**config.mk**
```make
export PLATFORM = sky130hd
export DESIGN_NAME = pb_adder_sched
export DESIGN_NICKNAME = d
export VERILOG_FILES = /design/src/rtl/pb_adder_sched.sv
export SDC_FILE = /design/constraint.sdc
export NUM_CORES = 1
export LEC_CHECK = 0
export BUFFER_PORTS_ARGS = -buffer_cell sky130_fd_sc_hd__buf_2
export CORE_MARGIN = 2
export CORE_UTILIZATION = 55
export CTS_CLUSTER_SIZE = 14
export DETAILED_ROUTE_END_ITERATION = 10
export PLACE_DENSITY = 0.77
export SETUP_SLACK_MARGIN = 0.05
export SLEW_MARGIN = 20
export SYNTH_ARGS = -nofsm -noshare
export SYNTH_HDL_FRONTEND = slang
export SYNTH_SLANG_ARGS = --single-unit
```
**constraint.sdc**
```tcl
create_clock -name clk -period 4.4 [get_ports clk]
set_clock_uncertainty 0.05 [all_clocks]
set_input_delay 0.44 -clock clk [delete_from_list [all_inputs] [get_ports clk]]
set_output_delay 0.44 -clock clk [all_outputs]
set_load 0.05 [all_outputs]
```
**src/rtl/pb_adder_sched.sv**
```systemverilog
// Shares one accumulating adder among NUM_PB push-button requesters.
// Rising button edges latch the operand bus into per-button slots; a round-robin arbiter drains them.
module pb_adder_sched #(
   parameter int NUM_PB = 5,
   parameter int Y_W    = 4,
   parameter int SUM_W  = 6
) (
   input  logic              clk,
   input  logic              reset,
   input  logic [NUM_PB-1:0] PB,
   input  logic [Y_W-1:0]    Y,
   output logic [SUM_W-1:0]  sum,
   output logic              carry,
   output logic [NUM_PB-1:0] pending,
   output logic [NUM_PB-1:0] grant,
   output logic              done,
   output logic              drop
);

   localparam int PTR_W = (NUM_PB > 1) ? $clog2(NUM_PB) : 1;

   typedef enum logic {
      IDLE,
      ADD
   } state_t;

   state_t            state;
   state_t            state_next;

   logic [NUM_PB-1:0] pb_q;
   logic [NUM_PB-1:0] rise;
   logic [NUM_PB-1:0] add_clear;
   logic [NUM_PB-1:0] capture;
   logic [NUM_PB-1:0] pending_next;
   logic [NUM_PB-1:0] grant_next;
   logic [Y_W-1:0]    opnd [NUM_PB];

   logic [PTR_W-1:0]  rr_ptr;
   logic [PTR_W-1:0]  rr_next;
   logic [PTR_W-1:0]  grant_idx;
   logic [PTR_W-1:0]  grant_idx_next;
   logic [PTR_W-1:0]  pick_idx;
   logic              pick_found;

   logic [SUM_W:0]    add_res;
   logic [SUM_W-1:0]  sum_next;
   logic              carry_next;
   logic              done_next;
   logic              drop_next;

   assign rise = PB & ~pb_q;

   // A slot being drained this cycle is free again, so a press on it recaptures instead of dropping.
   assign add_clear    = (state == ADD) ? grant : '0;
   assign capture      = rise & ~(pending & ~add_clear);
   assign drop_next    = |(rise & pending & ~add_clear);
   assign pending_next = (pending & ~add_clear) | rise;

   assign add_res = {1'b0, sum} + (SUM_W+1)'(opnd[grant_idx]);

   always_comb begin
      int idx;
      idx        = 0;
      pick_found = 1'b0;
      pick_idx   = '0;
      for (int k = 0; k < NUM_PB; k++) begin
         idx = (int'(rr_ptr) + k) % NUM_PB;
         if (!pick_found && pending[idx]) begin
            pick_found = 1'b1;
            pick_idx   = PTR_W'(idx);
         end
      end
   end

   always_comb begin
      state_next     = state;
      grant_next     = '0;
      grant_idx_next = grant_idx;
      rr_next        = rr_ptr;
      sum_next       = sum;
      carry_next     = carry;
      done_next      = 1'b0;
      case (state)
         IDLE: begin
            if (pick_found) begin
               grant_next     = {{(NUM_PB-1){1'b0}}, 1'b1} << pick_idx;
               grant_idx_next = pick_idx;
               state_next     = ADD;
            end
         end
         ADD: begin
            {carry_next, sum_next} = add_res;
            rr_next    = (grant_idx == PTR_W'(NUM_PB-1)) ? '0 : grant_idx + 1'b1;
            done_next  = 1'b1;
            state_next = IDLE;
         end
         default: state_next = IDLE;
      endcase
   end

   always_ff @(posedge clk) begin
      if (reset) begin
         state <= IDLE;
      end else begin
         state <= state_next;
      end
   end

   always_ff @(posedge clk) begin
      if (reset) begin
         pb_q      <= '0;
         pending   <= '0;
         grant     <= '0;
         grant_idx <= '0;
         rr_ptr    <= '0;
         sum       <= '0;
         carry     <= 1'b0;
         done      <= 1'b0;
         drop      <= 1'b0;
         for (int i = 0; i < NUM_PB; i++) begin
            opnd[i] <= '0;
         end
      end else begin
         pb_q      <= PB;
         pending   <= pending_next;
         grant     <= grant_next;
         grant_idx <= grant_idx_next;
         rr_ptr    <= rr_next;
         sum       <= sum_next;
         carry     <= carry_next;
         done      <= done_next;
         drop      <= drop_next;
         for (int i = 0; i < NUM_PB; i++) begin
            if (capture[i]) begin
               opnd[i] <= Y;
            end
         end
      end
   end

endmodule

```
==> PnR_summary.wiki, run 1 <==
{| class="wikitable"
! Metric !! Value
|-
| Clock latency on the worst-skew pair || slightly above 0.3 ns
|-
| Largest stage delay on the critical path || roughly 0.49 ns
|-
| Clock tree from TritonCTS || yes
|-
| Routability congestion estimate || between 0.9 and 1
|-
| Relative slew slack || 0.356
|-
| Commonest cells after routing, fill and taps aside || 36 x sky130_fd_sc_hd__nor2_1, 33 x sky130_fd_sc_hd__dfxtp_1, 29 x sky130_fd_sc_hd__buf_2
|-
| Critical path's top delay family || compound AO/OA/AOI/OAI gates
|-
| Most frequent cell on the critical path || sky130_fd_sc_hd__ha_1
|-
| Count of synthesis-stage warnings from yosys || 0
|-
| Via count || 3162
|-
| Crit-path cells || ha_1, xor2_2, inv_2, ha_1, or3b_2, o22ai_2, nor2_1, ha_1, o311a_1, a2111oi_2, nand2b_2, nor4_4, a311oi_4, o211ai_1, nor3_1
|-
| Quantity of hold-fixing buffers added after cts || 0
|-
| Die Area || 7790 µm²
|-
| Crit-path max FO || 4
|-
| Overall Global Routing Usage || 0.237
|-
| Initial core utilization || 0.571
|-
| Hold Path Cell Cnt || 2
|-
| Crit path max-delay cell type || sky130_fd_sc_hd__or3b_2
|-
| Portion of total power attributed to the clock network || 0.088
|-
| Maximum buffer depth of the clock tree || 2
|-
| Total number of clock tree sinks || 54
|-
| Fraction of layout cells with a size suffix above 1 || 0.210
|-
| Type of element launching the critical path || register
|-
| Final design area excluding fillers || 4320 µm²
|-
| Transition at the pin with the smallest max-transition slack || 0.965 ns
|-
| Final critical delay including setup and external delays || approximately 4.1 ns
|-
| Overall power after layout || ~3.2 mW
|-
| Depth of the CTS H-tree || 2
|-
| Achievable frequency || 244 MHz
|-
| Logic depth of the worst register-to-register path || 15
|-
| Period Utilization, post-route || 0.932
|-
| Number of distinct library cells after synthesis || 77
|-
| Internal power of the cells || ~1.6 mW
|-
| Synth Instances || 411
|-
| Detail-routed net length per standard cell || 16.3 µm
|-
| Pin count of the biggest net entering global routing || 33
|-
| Setup violators final || 0
|-
| DRC marker count from the first detailed-route iteration || around 190
|-
| Post-synthesis sequential area ratio || 0.328
|-
| Hold Crit Class || in2reg
|-
| Mapped Area || just under 4000 µm²
|-
| Total power density per cell area || 731 nW/µm²
|-
| First-pass GRT wire length || 14.4 mm
|-
| Number of enable-type register cells in the synthesized netlist || 20
|-
| Fraction of registers with async set/reset || 0
|-
| Via density per instance || 5.91
|-
| Number of antenna violations at the first check in global routing || 0
|-
| Start-to-end type of the worst setup path || reg2reg
|-
| Count of placed standard cells in the final layout, fillers left out || between 500 and 600
|-
| Combined area of the multi-input logic cells || between 2000 and 3000 µm²
|-
| Number of maximum-capacitance violations || 0
|-
| Dpl cell area || roughly 4200 µm²
|-
| Buf+Inv Stages, Crit Path || 1
|-
| Number of global-route vias before repair || around 3000
|-
| Leak || 1.76 nW
|-
| Num rows || 30
|-
| Total global routing overflow || 0
|-
| Final WL || 8.72 mm
|-
| Die Width || 88.2 µm
|-
| Chip Height || between 80 and 90 µm
|-
| Outcome || complete, no violations
|-
| Total Nets Final || 480
|-
| Number of cells after detailed placement || ~530
|-
| Count of pins on the block boundary || 30
|-
| Postcts setup bufs || 0
|-
| Total CTS buffers || 5
|-
| Number of buffers inserted by port buffering || 29
|-
| Post-route antenna net violation count || 0
|-
| Post-detailed-placement half-perimeter wirelength || approximately 6.6 mm
|-
| Crit path capture type || register
|-
| Root Buffer || sky130_fd_sc_hd__clkbuf_8
|-
| Post-Place Setup Slack || around 0.20 ns
|-
| Net switching fraction of the power || 0.490
|-
| Most common cell after layout, fill and taps aside || sky130_fd_sc_hd__nor2_1
|-
| Critical path arrival || between 4 and 5 ns
|-
| Number of gates resized after CTS || 0
|-
| Sequential cell area in the final layout || 1280 µm²
|-
| Required @ worst endpoint || around 4.6 ns
|-
| Commonest register cell after synthesis || sky130_fd_sc_hd__dfxtp_1
|-
| Length of the first detailed-routing pass in iterations || 4
|-
| Combinational share of power || 0.683
|-
| Share of power burned in registers || 0.229
|-
| Mean post-synth cell area || between 9 and 10 µm²
|-
| Slew Viols, Final || 0
|-
| Register bit total from synthesis || 54
|-
| Register clock-pin slew on the reported worst setup and hold paths || roughly 0.10 ns
|-
| Number of gates on the worst path with buffers counted || 15
|-
| Total nets after synthesis || 453
|-
| Number of DRC violations after detailed routing || 0
|-
| Final WS setup || between 0.2 and 0.3 ns
|-
| Final Hold Viols || 0
|-
| Core Area || 6830 µm²
|-
| Layout-stage area growth over the synthesis result || 10.6%
|-
| Filler cell count || ~560
|-
| Switching pwr || approximately 1.5 mW
|-
| Antenna diode count || 0
|-
| Worst vdd rail ir drop || 405 µV
|}
[per-layer routing]
| metal | track usage | up-vias | wire length, µm |
|---|---|---|---|
| met3 | 0.0299 | 6 | 428 |
| met2 | 0.381 | 90 | 4060 |
| met1 | 0.341 | 1487 | 4160 |
| met4 | 0.0647 | 0 | 69 |
| met5 | 0 | - | 0 |
| li1 | - | 1579 | - |
[power groups by stage]
| stage | Sequential (mW) | Clock (mW) | Combinational [mW] |
|---|---|---|---|
| floorplan | 0.790 | 0 | 1.53 |
| global placement | 0.729 | 0 | 1.96 |
| finish | 0.724 | 0.278 | 2.16 |
| CTS | 0.719 | 0.277 | 2.02 |
| global route | 0.738 | 0.297 | 2.36 |
| detailed placement | 0.729 | 0 | 2.00 |
[cell usage after synthesis, types with 4 or more instances]
cell / count / share of area
sky130_fd_sc_hd__a211oi_1: 5 / 0.0096
sky130_fd_sc_hd__a21o_1: 7 / 0.013
sky130_fd_sc_hd__a21oi_1: 25 / 0.032
sky130_fd_sc_hd__a221oi_1: 4 / 0.0090
sky130_fd_sc_hd__a31oi_1: 6 / 0.0096
sky130_fd_sc_hd__and2_1: 5 / 0.0080
sky130_fd_sc_hd__clkbuf_1: 12 / 0.012
sky130_fd_sc_hd__dfxtp_1: 34 / 0.17
sky130_fd_sc_hd__edfxtp_1: 20 / 0.15
sky130_fd_sc_hd__ha_1: 30 / 0.096
sky130_fd_sc_hd__inv_1: 17 / 0.016
sky130_fd_sc_hd__mux2_2: 8 / 0.023
sky130_fd_sc_hd__mux2i_1: 20 / 0.051
sky130_fd_sc_hd__mux4_2: 6 / 0.035
sky130_fd_sc_hd__nand2_1: 26 / 0.025
sky130_fd_sc_hd__nand2b_1: 17 / 0.027
sky130_fd_sc_hd__nand3_1: 7 / 0.0090
sky130_fd_sc_hd__nor2_1: 36 / 0.035
sky130_fd_sc_hd__nor2b_1: 11 / 0.018
sky130_fd_sc_hd__nor3_1: 7 / 0.0090
sky130_fd_sc_hd__o211ai_1: 6 / 0.012
sky130_fd_sc_hd__o21a_1: 6 / 0.012
sky130_fd_sc_hd__o21ai_0: 10 / 0.013
sky130_fd_sc_hd__o221ai_1: 4 / 0.0090
sky130_fd_sc_hd__or3_1: 4 / 0.0064
sky130_fd_sc_hd__xnor2_1: 5 / 0.011
[sequential cells by signal (all words and copies together), names as in the netlist, named ones only]
| name | count |
|---|---|
| opnd | 20 |
| sum | 6 |
| grant | 5 |
| pb_q | 5 |
| pending | 5 |
| grant_idx | 3 |
| rr_ptr | 3 |
| carry | 1 |
| done | 1 |
| drop | 1 |
| state | 1 |
[kinds of logic (layout without fill, tap and decap cells)]
kind of cell | count (synthesis) | in the layout | synth area share
mux | 35 | 35 | 0.116
flops | 54 | 54 | 0.328
fa+ha+maj | 31 | 31 | 0.101
compound gates | 110 | 110 | 0.215
simple gates | 134 | 134 | 0.178
buf+inv | 38 | 66 | 0.0404
xor+xnor | 9 | 9 | 0.0221
[layout make-up]
cell class / count / area share
tap: 96 / 0.0278
inverter: 20 / 0.0177
sequential: 54 / 0.297
clock buffer: 5 / 0.0159
multi-input combinational: 319 / 0.588
timing repair buffer: 38 / 0.0493
clock inverter: 3 / 0.00464
[metrics by stage]
step / util / hold WS, ns / TNS [ns]
2_1_floorplan: - / 0.374 / 0
3_3_place_gp: 0.608 / 0.405 / 0
3_5_place_dp: 0.608 / 0.446 / 0
4_1_cts: 0.621 / 0.305 / 0
5_1_grt: 0.632 / 0.308 / -0.00766
6_report: 0.632 / 0.306 / 0
[worst paths after layout]
kind,start,end,slack [ns]
worst max-delay path,rr_ptr[0],grant[2],0.30
worst min-delay path,PB[0],pb_q[0],0.31
worst max register to register,rr_ptr[0],grant[2],0.30
worst min register to register,carry,carry,0.45
Note: power is estimated with default switching activity, not from simulation.
==> inputs of run 2 (changes only) <==
--- a/config.mk
+++ b/config.mk
@@ -5,6 +5,7 @@
 export SDC_FILE = /design/constraint.sdc
 export NUM_CORES = 1
 export LEC_CHECK = 0
+export ABC_AREA = 1
 export BUFFER_PORTS_ARGS = -buffer_cell sky130_fd_sc_hd__buf_2
 export CORE_MARGIN = 2
 export CORE_UTILIZATION = 55
==> PnR_summary.wiki, run 2 <==
{| class="wikitable"
! Metric !! Value
|-
| Outcome || complete, no violations
|-
| Largest reg by FF count || opnd
|-
| Area share of the largest cell type after synthesis || 0.177 (+0.00290)
|-
| Crit-path cells || inv_2, ha_1, ha_1, nor2_1, nand3_2, nand2_2, inv_2, nand2_1, nand2_1, ha_1, or2_2, nand3_1, nand3_1, nand2_1, nand2_1, nand3_1, nand3_4, nor2_8, nand4_2, nor2_2, nor2_4, a21oi_1
|-
| Commonest register cell after synthesis || sky130_fd_sc_hd__dfxtp_1
|-
| Maximum buffer depth of the clock tree || 2 (unchanged)
|-
| Largest register FFs || 20 (unchanged)
|-
| Leak || 2.12 nW (+20%)
|-
| Critical path's top delay family || simple AND/OR/NAND/NOR gates
|-
| Detail-routed net length per standard cell || 13.4 µm (-18%)
|-
| Post-synthesis sequential area ratio || 0.334 (+0.00545)
|-
| Pin count of the biggest net entering global routing || 22 (-33%)
|-
| Total Nets Final || 597 (+24%)
|-
| Via count || 3452 (+9.2%)
|-
| Mapped Area || 3840 µm² (-1.6%)
|-
| Hold Path Cell Cnt || 3 (+1)
|-
| Logic depth of the worst register-to-register path || 22 (+7)
|-
| Chip Height || 87.6 µm (-0.78%)
|-
| Largest stage delay on the critical path || 0.53 ns (+0.04 ns)
|-
| Count of pins on the block boundary || 30 (unchanged)
|-
| Post-detailed-placement half-perimeter wirelength || 6.77 mm (+2.3%)
|-
| Num rows || 30 (unchanged)
|-
| Cell with the most instances after synthesis || sky130_fd_sc_hd__nand2_1
|-
| Total nets after synthesis || 565 (+25%)
|-
| Worst vdd rail ir drop || 389 µV (-3.9%)
|-
| Number of global-route vias before repair || 3300 (+9.9%)
|-
| Initial core utilization || 0.568 (-0.00310)
|-
| DRC marker count from the first detailed-route iteration || 218 (+17%)
|-
| Post-synthesis cell type with the largest combined area || sky130_fd_sc_hd__dfxtp_1
|-
| Number of enable-type register cells in the synthesized netlist || 20 (unchanged)
|-
| Length of the first detailed-routing pass in iterations || 5 (+1)
|-
| Synth Instances || 523 (+27%)
|-
| Fraction of layout cells with a size suffix above 1 || 0.183 (-0.0261)
|-
| Root Buffer || sky130_fd_sc_hd__clkbuf_8
|-
| Routability congestion estimate || 0.893 (-3.6%)
|-
| Largest cells by area after synthesis || sky130_fd_sc_hd__dfxtp_1 18%, sky130_fd_sc_hd__edfxtp_1 16%, sky130_fd_sc_hd__nand2_1 10%
|-
| Biggest registers after layout || opnd: 20 flops, sum: 6 flops
|-
| Dpl cell area || 4070 µm² (-2.0%)
|-
| Crit-path max FO || 7 (+3)
|-
| Most common cell after layout, fill and taps aside || sky130_fd_sc_hd__nand2_1
|-
| Final critical delay including setup and external delays || 3.77 ns (-0.335 ns)
|-
| Layout-stage area growth over the synthesis result || 8.54%
|-
| Internal reg-to-reg setup slack || 0.63 ns (+0.33 ns)
|-
| Hold Crit Class || in2reg
|-
| Launch instance of the worst register-to-register path || rr_ptr[0]
|-
| Register bit total from synthesis || 54 (unchanged)
|-
| Worst Min Path Start || PB[4]
|-
| Fraction of registers with async set/reset || 0 (unchanged)
|-
| Die Area || 7670 µm² (-1.6%)
|-
| Clock latency on the worst-skew pair || 0.31 ns (about the same)
|-
| Filler cell count || 596 (+6.2%)
|-
| Total power density per cell area || 710 nW/µm² (-2.9%)
|-
| Final WL || 8.54 mm (-2.1%)
|-
| Number of maximum-capacitance violations || 0 (unchanged)
|-
| Final design area excluding fillers || 4170 µm² (-3.5%)
|-
| Setup violators final || 0 (unchanged)
|-
| Buf+Inv Stages, Crit Path || 2 (+1)
|-
| Number of DRC violations after detailed routing || 0 (unchanged)
|-
| Capturing point of the worst reg2reg path || grant_idx[1]
|-
| Overall Global Routing Usage || 0.241 (+0.00323)
|-
| Number of antenna violations at the first check in global routing || 0 (unchanged)
|-
| Critical path arrival || 3.94 ns (-0.34 ns)
|-
| Mean post-synth cell area || 7.34 µm² (-23%)
|-
| Number of gates resized after CTS || 0 (unchanged)
|-
| Post-route antenna net violation count || 0 (unchanged)
|-
| First-pass GRT wire length || 14.7 mm (+2.2%)
|-
| Type of element launching the critical path || register
|-
| Quantity of hold-fixing buffers added after cts || 0 (unchanged)
|-
| Postcts setup bufs || 0 (unchanged)
|-
| Count of placed standard cells in the final layout, fillers left out || 636 (+19%)
|-
| Hold Path Sink || pb_q[4]
|-
| Count of synthesis-stage warnings from yosys || 0 (unchanged)
|-
| Crit path max-delay cell type || sky130_fd_sc_hd__dfxtp_1
|-
| Start-to-end type of the worst setup path || reg2reg
|-
| Required @ worst endpoint || 4.58 ns (about the same)
|-
| RSZ-0062 raised after global routing || no
|-
| Total number of clock tree sinks || 54 (unchanged)
|-
| Number of cells after detailed placement || 628 (+19%)
|-
| Commonest cells in the netlist || 104 x sky130_fd_sc_hd__nand2_1, 72 x sky130_fd_sc_hd__inv_1, 57 x sky130_fd_sc_hd__nor2_1, 44 x sky130_fd_sc_hd__nand3_1, 34 x sky130_fd_sc_hd__dfxtp_1
|-
| Final Hold Viols || 0 (unchanged)
|-
| Relative slew slack || 0.607 (+0.251)
|-
| Clock tree from TritonCTS || yes
|-
| Register clock-pin slew on the reported worst setup and hold paths || 0.11 ns (about the same)
|-
| Achievable frequency || 265 MHz (+8.9%)
|-
| Period Utilization, post-route || 0.856 (-0.0761)
|-
| Antenna diode count || 0 (unchanged)
|-
| Slew Viols, Final || 0 (unchanged)
|-
| Total CTS buffers || 5 (unchanged)
|-
| Via density per instance || 5.43 (-8.2%)
|-
| Number of distinct library cells after synthesis || 42 (-45%)
|-
| Number of buffers inserted by port buffering || 29 (unchanged)
|-
| Post-Place Setup Slack || 0.680 ns (+0.483 ns)
|-
| Die Width || 87.6 µm (-0.78%)
|-
| Post-Route Setup TNS || 0 ns (unchanged)
|-
| Most frequent cell on the critical path || sky130_fd_sc_hd__nand2_1
|-
| Crit path capture type || register
|-
| Depth of the CTS H-tree || 2 (unchanged)
|-
| Core Area || 6760 µm² (-1.1%)
|-
| Total global routing overflow || 0 (unchanged)
|-
| Transition at the pin with the smallest max-transition slack || 0.584 ns (-0.381 ns)
|-
| Commonest cells after routing, fill and taps aside || 104 x sky130_fd_sc_hd__nand2_1, 72 x sky130_fd_sc_hd__inv_1, 57 x sky130_fd_sc_hd__nor2_1
|-
| Final WS setup || 0.633 ns (+0.335 ns)
|}
## run 2: per-stage QoR
stage | total power, mW | hold WS [ns] | util
final | 2.96 | 0.282 | 0.617
after floorplan | 2.28 | 0.436 | -
after detailed placement | 2.65 | 0.408 | 0.602
after CTS | 2.95 | 0.280 | 0.617
after global placement | 2.59 | 0.408 | 0.602
after global routing | 3.26 | 0.304 | 0.617
## run 2: final cells by class
type	count	area (µm²)	area share
inverter	83	312	0.0748
clock inverter	3	28.8	0.00690
timing repair buffer	33	175	0.0420
clock buffer	5	68.8	0.0165
tap	80	100	0.0240
multi-input combinational	378	2200	0.528
sequential	54	1280	0.307
## run 2: worst max path at each step
stage / startpoint / endpoint / depth (start not counted)
finish: rr_ptr[0] / grant_idx[1] / 22
global route: rr_ptr[0] / grant[1] / 24
CTS: rr_ptr[0] / grant_idx[1] / 22
detailed placement: rr_ptr[0] / register / 22
global placement: rr_ptr[0] / register / 22
floorplan: rr_ptr[0] / register / 23
## run 2: worst register-to-register path: stages (launching register included)
cell and delay [ns]:
sky130_fd_sc_hd__dfxtp_1 0.53, sky130_fd_sc_hd__inv_2 0.07, sky130_fd_sc_hd__ha_1 0.39, sky130_fd_sc_hd__ha_1 0.23
sky130_fd_sc_hd__nor2_1 0.19, sky130_fd_sc_hd__nand3_2 0.13, sky130_fd_sc_hd__nand2_2 0.10, sky130_fd_sc_hd__inv_2 0.04
sky130_fd_sc_hd__nand2_1 0.05, sky130_fd_sc_hd__nand2_1 0.09, sky130_fd_sc_hd__ha_1 0.18, sky130_fd_sc_hd__or2_2 0.28
sky130_fd_sc_hd__nand3_1 0.10, sky130_fd_sc_hd__nand3_1 0.08, sky130_fd_sc_hd__nand2_1 0.08, sky130_fd_sc_hd__nand2_1 0.08
sky130_fd_sc_hd__nand3_1 0.16, sky130_fd_sc_hd__nand3_4 0.14, sky130_fd_sc_hd__nor2_8 0.14, sky130_fd_sc_hd__nand4_2 0.16
sky130_fd_sc_hd__nor2_2 0.20, sky130_fd_sc_hd__nor2_4 0.06, sky130_fd_sc_hd__a21oi_1 0.16
## run 2: cell families (layout without fill, tap and decap cells)
kind of cell    after synthesis  in the layout  share of synthesized area
compound gates               77             77                      0.119
xor+xnor                      6              6                     0.0156
fa+ha+maj                    31             31                      0.103
buf+inv                      91            124                     0.0929
simple gates                264            264                      0.336
flops                        54             54                      0.334
## run 2: layer usage
layer / vias up / share of wire / track usage
met5: - / 0 / 0
met4: 0 / 0.031 / 0.0937
met3: 22 / 0.046 / 0.0349
met2: 108 / 0.48 / 0.408
met1: 1565 / 0.44 / 0.310
li1: 1757 / - / -
## run 2: where the power goes
| group | switching [mW] | leakage [nW] | internal [mW] |
|---|---|---|---|
| combinational | 1.33 | 1.58 | 0.635 |
| clock | 0.170 | 0.0502 | 0.118 |
| sequential | 0.0838 | 0.488 | 0.620 |
| total | 1.59 | 2.12 | 1.37 |
==> inputs of run 3 (changes only) <==
--- a/config.mk
+++ b/config.mk
@@ -6,7 +6,7 @@
 export NUM_CORES = 1
 export LEC_CHECK = 0
 export ABC_AREA = 1
-export BUFFER_PORTS_ARGS = -buffer_cell sky130_fd_sc_hd__buf_2
+export BUFFER_PORTS_ARGS = -buffer_cell sky130_fd_sc_hd__buf_4
 export CORE_MARGIN = 2
 export CORE_UTILIZATION = 55
 export CTS_CLUSTER_SIZE = 14
==> PnR_summary.wiki, run 3 (synthesis results as in run 2) <==
{| class="wikitable"
! Metric !! Value
|-
| Outcome || complete, no violations
|-
| Overall power after layout || 2.98 mW (+0.52%)
|-
| Hold Crit Class || in2reg
|-
| Sequential cell area in the final layout || 1280 µm² (unchanged)
|-
| Number of buffers inserted by port buffering || 29 (unchanged)
|-
| Leak || 2.13 nW (+0.55%)
|-
| Crit-path max FO || 7 (unchanged)
|-
| Hold Path Cell Cnt || 3 (unchanged)
|-
| Post-route antenna net violation count || 0 (unchanged)
|-
| Switching pwr || 1.57 mW (-0.81%)
|-
| Chip Height || 87.6 µm (unchanged)
|-
| Maximum buffer depth of the clock tree || 2 (unchanged)
|-
| Crit-path cells || ha_1, xnor2_2, ha_1, nor2_1, nand3_2, nand2_2, inv_2, nand2_1, nand2_1, ha_1, or2_2, nand3_1, nand3_1, nand2_1, nand2_1, nand3_1, nand3_4, a21oi_2, nand2_1, o21ai_0, nand2_1, o21ai_1, nand2_1
|-
| Via count || 3354 (-2.8%)
|-
| Antenna diode count || 0 (unchanged)
|-
| Overall Global Routing Usage || 0.236 (-0.00468)
|-
| Initial core utilization || 0.568 (unchanged)
|-
| Largest register FFs || 20 (unchanged)
|-
| Detail-routed net length per standard cell || 13.1 µm (-2.3%)
|-
| Critical path arrival || 4.00 ns (+0.06 ns)
|-
| Commonest cells after routing, fill and taps aside || 104 x sky130_fd_sc_hd__nand2_1, 72 x sky130_fd_sc_hd__inv_1, 57 x sky130_fd_sc_hd__nor2_1
|-
| Clock tree from TritonCTS || yes
|-
| Routability congestion estimate || 0.897 (+0.45%)
|-
| Post-detailed-placement half-perimeter wirelength || 6.65 mm (-1.8%)
|-
| Clock latency on the worst-skew pair || 0.32 ns (about the same)
|-
| First-pass GRT wire length || 14.2 mm (-3.4%)
|-
| Achievable frequency || 259 MHz (-2.2%)
|-
| Most frequent cell on the critical path || sky130_fd_sc_hd__nand2_1
|-
| Pin count of the biggest net entering global routing || 22 (unchanged)
|-
| Number of DRC violations after detailed routing || 0 (unchanged)
|-
| Die Width || 87.6 µm (unchanged)
|-
| Crit path capture type || register
|-
| Postcts setup bufs || 0 (unchanged)
|-
| Portion of total power attributed to the clock network || 0.098 (about the same)
|-
| Slew Viols, Final || 0 (unchanged)
|-
| Type of element launching the critical path || register
|-
| Number of maximum-capacitance violations || 0 (unchanged)
|-
| Biggest registers after layout || opnd: 20 flops, sum: 6 flops
|-
| Number of antenna violations at the first check in global routing || 0 (unchanged)
|-
| Number of gates resized after CTS || 0 (unchanged)
|-
| Combinational share of power || 0.664 (about the same)
|-
| Final critical delay including setup and external delays || 3.85 ns (+0.0865 ns)
|-
| Final Hold Viols || 0 (unchanged)
|-
| Count of pins on the block boundary || 30 (unchanged)
|-
| RSZ-0062 raised after global routing || no
|-
| Total power density per cell area || 702 nW/µm² (-1.2%)
|-
| Total CTS buffers || 5 (unchanged)
|-
| Total number of clock tree sinks || 54 (unchanged)
|-
| Num rows || 30 (unchanged)
|-
| Setup violators final || 0 (unchanged)
|-
| Share of power burned in registers || 0.237 (about the same)
|-
| Internal power of the cells || 1.40 mW (+2.1%)
|-
| Largest reg by FF count || opnd
|-
| Period Utilization, post-route || 0.876 (+0.0197)
|-
| Core Area || 6760 µm² (unchanged)
|-
| Fraction of layout cells with a size suffix above 1 || 0.183 (unchanged)
|-
| Dpl cell area || 4140 µm² (+1.8%)
|-
| Filler cell count || 614 (+3.0%)
|-
| Register clock-pin slew on the reported worst setup and hold paths || 0.10 ns (about the same)
|-
| Layout-stage area growth over the synthesis result || 10.4%
|-
| Transition at the pin with the smallest max-transition slack || 0.599 ns (+0.0157 ns)
|-
| Combined area of the multi-input logic cells || 2200 µm² (unchanged)
|-
| Via density per instance || 5.27 (-2.8%)
|-
| Quantity of hold-fixing buffers added after cts || 0 (unchanged)
|-
| Final worst hold slack || 0.280 ns (-0.00206 ns)
|-
| Worst vdd rail ir drop || 371 µV (-4.6%)
|-
| Start-to-end type of the worst setup path || reg2reg
|-
| Net switching fraction of the power || 0.529 (-0.00707)
|-
| DRC marker count from the first detailed-route iteration || 124 (-43%)
|-
| Final WL || 8.34 mm (-2.3%)
|-
| Final design area excluding fillers || 4240 µm² (+1.7%)
|-
| Largest stage delay on the critical path || 0.56 ns (+0.03 ns)
|-
| Total global routing overflow || 0 (unchanged)
|-
| Crit path max-delay cell type || sky130_fd_sc_hd__dfxtp_1
|-
| Most common cell after layout, fill and taps aside || sky130_fd_sc_hd__nand2_1
|-
| Number of global-route vias before repair || 3164 (-4.1%)
|-
| Total Nets Final || 597 (unchanged)
|-
| Length of the first detailed-routing pass in iterations || 4 (-1)
|-
| Logic depth of the worst register-to-register path || 23 (+4.5%)
|-
| Post-Route Setup TNS || 0 ns (unchanged)
|-
| Root Buffer || sky130_fd_sc_hd__clkbuf_8
|-
| Die Area || 7670 µm² (unchanged)
|-
| Depth of the CTS H-tree || 2 (unchanged)
|-
| Required @ worst endpoint || 4.55 ns (-0.03 ns)
|-
| Relative slew slack || 0.596 (-0.0105)
|}
run 3: cell counts in the layout (fill, tap and decap cells not counted):
Identical to the previous run, type by type.
run 3: cell type report:
class	instances	area share
multi-input combinational	378	0.519
sequential	54	0.302
inverter	83	0.0735
timing repair buffer	33	0.0584
tap	80	0.0236
clock buffer	5	0.0162
clock inverter	3	0.00679
run 3: power groups by stage:
stage               clock network, mW  registers, mW  logic (mW)
floorplan                           0          0.824        1.46
finish                          0.292          0.706        1.98
CTS                             0.298          0.707        1.98
global placement                    0          0.717        1.90
detailed placement                  0          0.719        1.96
global route                    0.320          0.720        2.24
run 3: metrics by stage:
| stage | worst slack (ns) | util | std cells |
|---|---|---|---|
| 2_1_floorplan | 0.825 | - | 523 |
| 3_3_place_gp | 0.711 | 0.613 | 628 |
| 3_5_place_dp | 0.606 | 0.613 | 628 |
| 4_1_cts | 0.568 | 0.628 | 636 |
| 5_1_grt | 0.251 | 0.628 | 636 |
| 6_report | 0.546 | 0.628 | 636 |
run 3: final timing paths:
| check | to | slack (ns) | start |
|---|---|---|---|
| setup / recovery | register | 0.55 | rr_ptr[0] |
| hold / removal | pb_q[4] | 0.28 | PB[4] |
| setup reg to reg | register | 0.55 | rr_ptr[0] |
| hold reg to reg | carry | 0.42 | carry |
run 3: routing by layer:
layer	up-vias	wire, µm	global-route usage
li1	1763	-	-
met1	1506	3780	0.302
met2	69	4040	0.405
met3	16	340	0.0292
met4	0	182	0.0937
met5	-	0	0
run 3: critical path: cells and delay by family (launching register included):
kind	cells	cell delay [ns]
XOR/XNOR	1	0.11
flip-flops	1	0.56
adder cells (fa/ha/maj)	3	0.75
AND/OR/NAND/NOR	15	1.76
buffers and inverters	1	0.04
AO/OA/AOI/OAI	3	0.47
